### src/rtl/dm_ws.sv
// dm_ws: byte-addressed, little-endian 32-bit data memory with a req/ready
// handshake, WAIT configurable wait states and fault reporting for misaligned/reserved sizes.
module dm_ws #(
    parameter int ADDR_W = 7,
    parameter int WAIT   = 0
) (
    input  logic              clk,
    input  logic              rst_n,
    input  logic              req,
    input  logic              we,
    input  logic [ADDR_W-1:0] addr,
    input  logic [1:0]        size,
    input  logic              uns,
    input  logic [31:0]       wd,
    output logic              ready,
    output logic [31:0]       rd,
    output logic              fault,
    output logic              busy
);
    localparam int DEPTH = 2 ** (ADDR_W - 2);

    typedef enum logic [1:0] {ST_IDLE, ST_WAIT, ST_DONE} state_t;

    state_t            state, state_nxt;
    logic [3:0]        cnt, cnt_nxt;
    logic              accept, complete;

    logic [ADDR_W-1:0] l_addr;
    logic              l_we;
    logic [1:0]        l_size;
    logic              l_uns;
    logic [31:0]       l_wd;

    logic [ADDR_W-1:0] op_addr;
    logic              op_we;
    logic [1:0]        op_size;
    logic              op_uns;
    logic [31:0]       op_wd;
    logic              op_fault;

    logic [3:0]        lane_en;
    logic [31:0]       lane_data;
    logic [31:0]       word, shifted, load_val;

    logic [31:0]       mem [DEPTH];

    always_ff @(posedge clk or negedge rst_n) begin
        if (!rst_n) begin
            state <= ST_IDLE;
            cnt   <= '0;
        end else begin
            state <= state_nxt;
            cnt   <= cnt_nxt;
        end
    end

    always_comb begin
        state_nxt = state;
        cnt_nxt   = cnt;
        accept    = 1'b0;
        complete  = 1'b0;
        case (state)
            ST_IDLE, ST_DONE: begin
                if (req) begin
                    accept = 1'b1;
                    if (WAIT == 0) begin
                        state_nxt = ST_DONE;
                        complete  = 1'b1;
                    end else begin
                        state_nxt = ST_WAIT;
                        cnt_nxt   = 4'(WAIT - 1);
                    end
                end else begin
                    state_nxt = ST_IDLE;
                end
            end
            ST_WAIT: begin
                if (cnt == 4'd0) begin
                    state_nxt = ST_DONE;
                    complete  = 1'b1;
                end else begin
                    cnt_nxt = cnt - 4'd1;
                end
            end
            default: state_nxt = ST_IDLE;
        endcase
    end

    always_ff @(posedge clk or negedge rst_n) begin
        if (!rst_n) begin
            l_addr <= '0;
            l_we   <= 1'b0;
            l_size <= 2'b00;
            l_uns  <= 1'b0;
            l_wd   <= '0;
        end else if (accept) begin
            l_addr <= addr;
            l_we   <= we;
            l_size <= size;
            l_uns  <= uns;
            l_wd   <= wd;
        end
    end

    // With no wait states the access completes on its accepting edge, so the
    // live inputs are the operands; otherwise the latched copy is used.
    always_comb begin
        if (state == ST_WAIT) begin
            op_addr = l_addr;
            op_we   = l_we;
            op_size = l_size;
            op_uns  = l_uns;
            op_wd   = l_wd;
        end else begin
            op_addr = addr;
            op_we   = we;
            op_size = size;
            op_uns  = uns;
            op_wd   = wd;
        end
    end

    always_comb begin
        op_fault  = (op_size == 2'b11) ||
                    (op_size == 2'b01 && op_addr[0]) ||
                    (op_size == 2'b10 && op_addr[1:0] != 2'b00);
        lane_en   = 4'b1111;
        lane_data = op_wd;
        case (op_size)
            2'b00: begin
                lane_en   = 4'b0001 << op_addr[1:0];
                lane_data = {4{op_wd[7:0]}};
            end
            2'b01: begin
                lane_en   = op_addr[1] ? 4'b1100 : 4'b0011;
                lane_data = {2{op_wd[15:0]}};
            end
            default: begin
                lane_en   = 4'b1111;
                lane_data = op_wd;
            end
        endcase
    end

    always_comb begin
        word     = mem[op_addr[ADDR_W-1:2]];
        shifted  = word >> {op_addr[1:0], 3'b000};
        load_val = word;
        case (op_size)
            2'b00:   load_val = {{24{~op_uns & shifted[7]}}, shifted[7:0]};
            2'b01:   load_val = {{16{~op_uns & shifted[15]}}, shifted[15:0]};
            default: load_val = word;
        endcase
    end

    // The rst_n term drops a store whose completing edge coincides with reset.
    always_ff @(posedge clk) begin
        if (rst_n && complete && op_we && !op_fault) begin
            for (int i = 0; i < 4; i++) begin
                if (lane_en[i]) begin
                    mem[op_addr[ADDR_W-1:2]][8*i +: 8] <= lane_data[8*i +: 8];
                end
            end
        end
    end

    always_ff @(posedge clk or negedge rst_n) begin
        if (!rst_n) begin
            rd    <= '0;
            fault <= 1'b0;
        end else if (complete) begin
            rd    <= (op_fault || op_we) ? 32'h0 : load_val;
            fault <= op_fault;
        end
    end

    assign ready = (state == ST_DONE);
    assign busy  = (state == ST_WAIT);

endmodule

### config.mk
export PLATFORM = sky130hd
export DESIGN_NAME = dm_ws
export DESIGN_NICKNAME = d
export VERILOG_FILES = /design/src/rtl/dm_ws.sv
export SDC_FILE = /design/constraint.sdc
export NUM_CORES = 1
export LEC_CHECK = 0
export CAP_MARGIN = 30
export CELL_PAD_IN_SITES_DETAIL_PLACEMENT = 1
export CELL_PAD_IN_SITES_GLOBAL_PLACEMENT = 2
export CORE_ASPECT_RATIO = 1.1
export CORE_UTILIZATION = 40
export CTS_CLUSTER_DIAMETER = 80
export CTS_CLUSTER_SIZE = 10
export DETAILED_ROUTE_END_ITERATION = 16
export DONT_BUFFER_PORTS = 1
export PLACE_DENSITY_LB_ADDON = 0.1
export SETUP_SLACK_MARGIN = 0.15
export SLEW_MARGIN = 20
export SYNTH_ARGS = -nofsm -noshare
export SYNTH_HDL_FRONTEND = slang
export SYNTH_SLANG_ARGS = --single-unit
### constraint.sdc
create_clock -name clk -period 2.8 [get_ports clk]
set_clock_uncertainty 0.2 [all_clocks]
set_input_delay 0.42 -clock clk [delete_from_list [all_inputs] [get_ports clk]]
set_output_delay 0.42 -clock clk [all_outputs]
set_load 0.03 [all_outputs]
Yosys cells after proc, flatten, opt, wreduce, memory -nomap -nowiden

Memories as Yosys holds them, arrays and structs flattened.
Index checks and enable logic that the tools add are counted.

Add/sub/neg operators: 1
Reductions and logical operators: 15
Shift operators: 2
Multiply operators: 0
Magnitude comparators: 0
Bitwise operators: 4
Multiplexer cells: 29
Equality and inequality tests: 6
Div/mod/pow operators: 0

Operators with widths:

| kind                  | number |
|---|---|
| $pmux W32 S2          | 2 |
| $mux W32              | 2 |
| $shr A32 B5 Y16       | 1 |
| $mux W1               | 17 |
| $pmux W4 S2           | 1 |
| $mux W7               | 1 |
| $eq A2 B2 Y1 const B  | 3 |
| $mux W2               | 3 |
| $logic_and A1 B1 Y1   | 5 |
| $eq A2 B1 Y1 const B  | 2 |
| $logic_not A2 Y1      | 2 |
| $logic_not A4 Y1      | 1 |
| $mux W4               | 1 |
| $pmux W2 S2           | 1 |
| $shl A1 B2 Y4 const A | 1 |
| $sub A4 B1 Y4 const B | 1 |
| $logic_or A1 B1 Y1    | 3 |
| $and A1 B1 Y1         | 2 |
| $ne A2 B1 Y1 const B  | 1 |
| $not A1 Y1            | 2 |
| $pmux W1 S2           | 1 |
| $reduce_and A2 Y1     | 1 |
| $reduce_bool A2 Y1    | 1 |
| $reduce_or A2 Y1      | 1 |
| $logic_not A1 Y1      | 1 |

Word-level logic and storage cells: 67
Output and inout bits: 35
Latch bits: 0
Memory bits (writable): 1,024
Memory bits (read-only): 0
Bits in registers: 82
Input port bits: 46
Memories: 1

Memory list:

| memory | words | width | rd ports | clocked after Yosys merged registers in | wr ports | RTL line | text |
|---|---|---|---|---|---|---|---|
| mem    | 32    | 32    | 1        | 0                                       | 1        | 45       | `logic [31:0] mem [DEPTH];` |

Longest topological paths before layout

Depth after elaboration: 10
Gate-level depth with buffers: 10

Worst setup path after synthesis

OpenSTA, ideal clock, no wires.

Path kind: input-to-reg
Start: in size[0]
End: mem mem[0][24] (data pin)
Required time: 2,146 ps
Setup slack: -302 ps
Path buffers: 2
Arrival time: 2,448 ps
Stages on the path: 4
Path through: buf_2 > buf_1 > mux2i_1 > o21ai_0

Word-level cells in the longest chain between the ends: 3
Elaborated cells between the ends (all ways): 4
Classes of those cells: eq/ne (1); mux (2); reduce/logical (1)

Ends and longest elaborated chain:

| item                                             | RTL line | text |
|---|---|---|
| start: declaration                               | 12       | `input logic [1:0] size,` |
| $mux W2 *                                        | 108      | `if (state == ST_WAIT) begin` |
| $eq A2 B1 Y1 or $logic_not A2 Y1 (tied branches) | 129      | `case (op_size)` |
| $pmux W32 S2 *                                   | 129      |  |
| net lane_data[24]                                | 42       | `logic [31:0] lane_data;` |
| end: declaration                                 | 45       |  |

Mark *: on every way through the listed nets, which the timed path passes. The rest lies on a longest branch.

Worst setup path in the final report

Start: in addr[3]
End: reg rd[3]

Word-level cells in the longest chain between the ends: 5

Ends and longest elaborated chain:

| item                   | RTL line | text |
|---|---|---|
| start: declaration     | 11       | `input logic [ADDR_W-1:0] addr,` |
| $mux W7 *              | 108      |  |
| $mem_v2 Z32 W32 *      | --       |  |
| $shr A32 B5 Y16        | 147      | `shifted = word >> {op_addr[1:0], 3'b000};` |
| $pmux W32 S2 *         | 149      | `case (op_size)` |
| $mux W32 *             | 172      | `rd <= (op_fault \|\| op_we) ? 32'h0 : load_val;` |
| end signal: assignment | 172      |  |
| end: declaration       | 16       | `output logic [31:0] rd,` |

Mark *: on every way between the ends. The rest lies on a longest branch, timed or not.
A chain may end at the register's enable or synchronous reset.

==> summary.txt <==
Outcome
  • Status: finished, violations left
  • Failing checks: max-slew violations, negative setup slack

Die
  • Die X: a little over 300 um
  • Die outline height: around 340 um
  • Core ar.: between 100000 and 150000 um2
  • Initial Utilization: between 40 and 50%
  • # rows: ~120
  • Die area: 105500 um2
  • I/O Pins: 81

Route
  • First drt pass iteration count: 5
  • Vias per inst: 5.825
  • Total Wirelength: ~140000 um
  • DRT iter0 DRCs: approximately 2400
  • WL/cell: roughly 34 um
  • Post-route ant nets: 0
  • DRC errors left: 0
  • Vias: 23540

CTS
  • CTS Sinks: approximately 1100
  • Clock latency on the worst-skew pair: between 0.7 and 0.8 ns
  • CTS Buf Count: 115
  • Total setup buffers inserted after CTS: 0
  • Worst-path clk slew: 0.06 ns
  • Clock Path Buffers: 3
  • CTS Root Cell: clkbuf_16
  • CTS tree: yes
  • H-tree Lvls: 3

Min path
  • Hold path depth: 4
  • Hold WC Path Type: in2reg
  • HP Start: addr[1]

Logic synthesis
  • Mapped Area: between 40000 and 50000 um2
  • Synthesized Nets: about 2400
  • Flops & latches, synth: 1058
  • Syn Area/Cell: 17.80 um2
  • Synth async-reset ratio: 3.214%
  • EDFF count, synth: around 1000
  • Syn. warnings: 0
  • Register area share after synthesis: approximately three quarters
  • Primary FF master, synth: edfxtp_1
  • Synth Instances: ~2300
  • Synth cell types: 55

Timing
  • Setup Viol. Count Final: 32
  • RSZ-0062 raised after global routing: false
  • Slew HR: -36.13%
  • Measured slew at the worst slew-check pin: roughly 2.0 ns
  • Tmin final: between 3 and 4 ns
  • Hold violation count in the final report: 0
  • Tcrit/Tclk final: 115.6%
  • Fin worst setup slack: -0.4381 ns
  • Highest clock rate: between 300 and 400 MHz
  • Max-slew violations: between 200 and 250
  • Post-Route Setup TNS: -11.77 ns

Worst setup path
  • CP startpoint: addr[3]
  • Kind of critical path: in2reg
  • Reg2reg setup slack: 0.24 ns
  • Reg-to-Reg Start: mem[11][7]$_DFFE_PP_
  • Path depth of the worst reg2reg path: 10
  • Critical path arrival: roughly 3.6 ns
  • Critical Path RT: roughly 3.2 ns
  • Worst setup EP type: flip-flop
  • Worst-path fanout max: roughly 450
  • Crit start category: input pin

Place
  • Gpl congestion: approximately 0.84
  • Placed cell areas: about 45000 um2
  • HPWL after DPL: about 87000 um
  • Inst Count DP: 3838
  • PortBufs: 0

Final layout
  • Commonest cells after routing, fill and taps aside: edfxtp_1 (1024), mux2i_1 (396), buf_4 (237), o22ai_1 (190), nor2_1 (138)
  • Fin cells: between 4000 and 5000
  • Most common cell after layout, fill and taps aside: edfxtp_1
  • Layout Nets: ~2700
  • Final Util: ~48%
  • Layout cell share with drive strength beyond 1: approximately a fifth
  • Design area: about 50000 um2
  • Area delta synth->final: 17.27%

Global route
  • Global-route wire length before repair: about 190000 um
  • Tot GR Track Use: 25.83%
  • Initial antenna violation count: 14
  • Vias in the first global route: 24470
  • GR Overflow Total: 0
  • Pin count of the biggest net entering global routing: approximately 450

Job
  • Max-cap viol count: 0

Pwr
  • P_leak: ~0.017 uW
  • Overall power: around 33000 uW
  • Pwr Density: slightly below 700 nW/um2
  • Max VDD drop: approximately 0.64 mV
## through the flow
step | setup WS [ns] | hold slack, ns
2_1_floorplan | -0.02681 | -0.07559
3_3_place_gp | -0.7624 | -0.07477
3_5_place_dp | -0.3323 | -0.07506
4_1_cts | 0.1559 | 0.005709
5_1_grt | 0.1691 | 0.05443
6_report | -0.4381 | 0.06644
## worst max-delay path: stages
cell and delay [ns]:
mux2i_1 0.59, o22ai_1 0.19, nor4_1 0.60, nand2_1 0.32
a22oi_1 0.24, nor3_1 0.07, a211o_1 0.24
## sequential cells by signal (all words and copies together), names as in the netlist
name   cells
mem     1024
rd        32
fault      1
state      1
## cell usage after synthesis (all sizes together), types with 7 or more instances
| library cell | instances | area [um2] |
|---|---|---|
| mux2i | 396 | 3964 |
| clkbuf | 57 | 214.0 |
| nor2 | 146 | 550.5 |
| o21ai | 13 | 65.06 |
| nor3 | 7 | 35.03 |
| o22ai | 192 | 1214 |
| a22oi | 60 | 450.4 |
| mux2 | 19 | 214.0 |
| edfxtp | 1024 | 30750 |
| nand2 | 88 | 337.8 |
| buf | 93 | 506.7 |
| nor4 | 49 | 319.0 |
| dfrtp | 34 | 850.8 |
| nand3 | 25 | 180.2 |
| mux4 | 64 | 1441 |
## final timing paths
check / endpoint
worst max-delay path: rd[3]$_DFFE_PN0P_
worst min-delay path: rd[5]$_DFFE_PN0P_
worst max register to register: rd[18]$_DFFE_PN0P_
worst min register to register: fault$_DFFE_PN0P_
max in group asynchronous: rd[1]$_DFFE_PN0P_
min in group asynchronous: state[1]$_DFF_PN0_
## kinds of logic (layout without fill, tap and decap cells)
| logic type | Yosys count | in the layout | share of synthesized area (%) |
|---|---|---|---|
| flip-flops | 1058 | 1058 | 75.80 |
| multiplexers | 479 | 479 | 13.48 |
| AND/OR/NAND/NOR | 349 | 349 | 4.115 |
| AO/OA/AOI/OAI | 301 | 301 | 4.829 |
| buffers and inverters | 154 | 465 | 1.765 |
| other | 1 | 14 | 0.008996 |
## repair_timing
action / CTS / global route
endpoints found under the setup margin: 1 / 86
hold buffers: 27 / 1
resized for setup: 1 / 6
pin swaps: 0 / 1
endpoints found under the hold margin: 356 / 4
## where the power goes
| part | internal, uW | switching [uW] | total [uW] |
|---|---|---|---|
| Clock | 7560 | 5870 | 13400 |
| Sequential | 17500 | 112 | 17600 |
| Combinational | 714 | 1090 | 1810 |
## layer usage
metal	track usage, %	vias up	share of wire (%)
met4	8.036	8	2.7
met1	34.26	12650	41
li1	-	9966	-
met3	4.148	192	6.0
met2	43.50	721	50
met5	0	-	0.041
## area by class of cell
class	count	area (um2)
Multi-Input combinational cell	1130	9527
Sequential cell	1058	31600
Antenna cell	13	32.53
Clock inverter	5	57.56
Fill cell	9691	53920
Clock buffer	156	3095
Tap cell	1375	1720
Inverter	4	18.77
Timing Repair Buffer	300	2834
No activity file was read; power rests on OpenSTA's default activity.
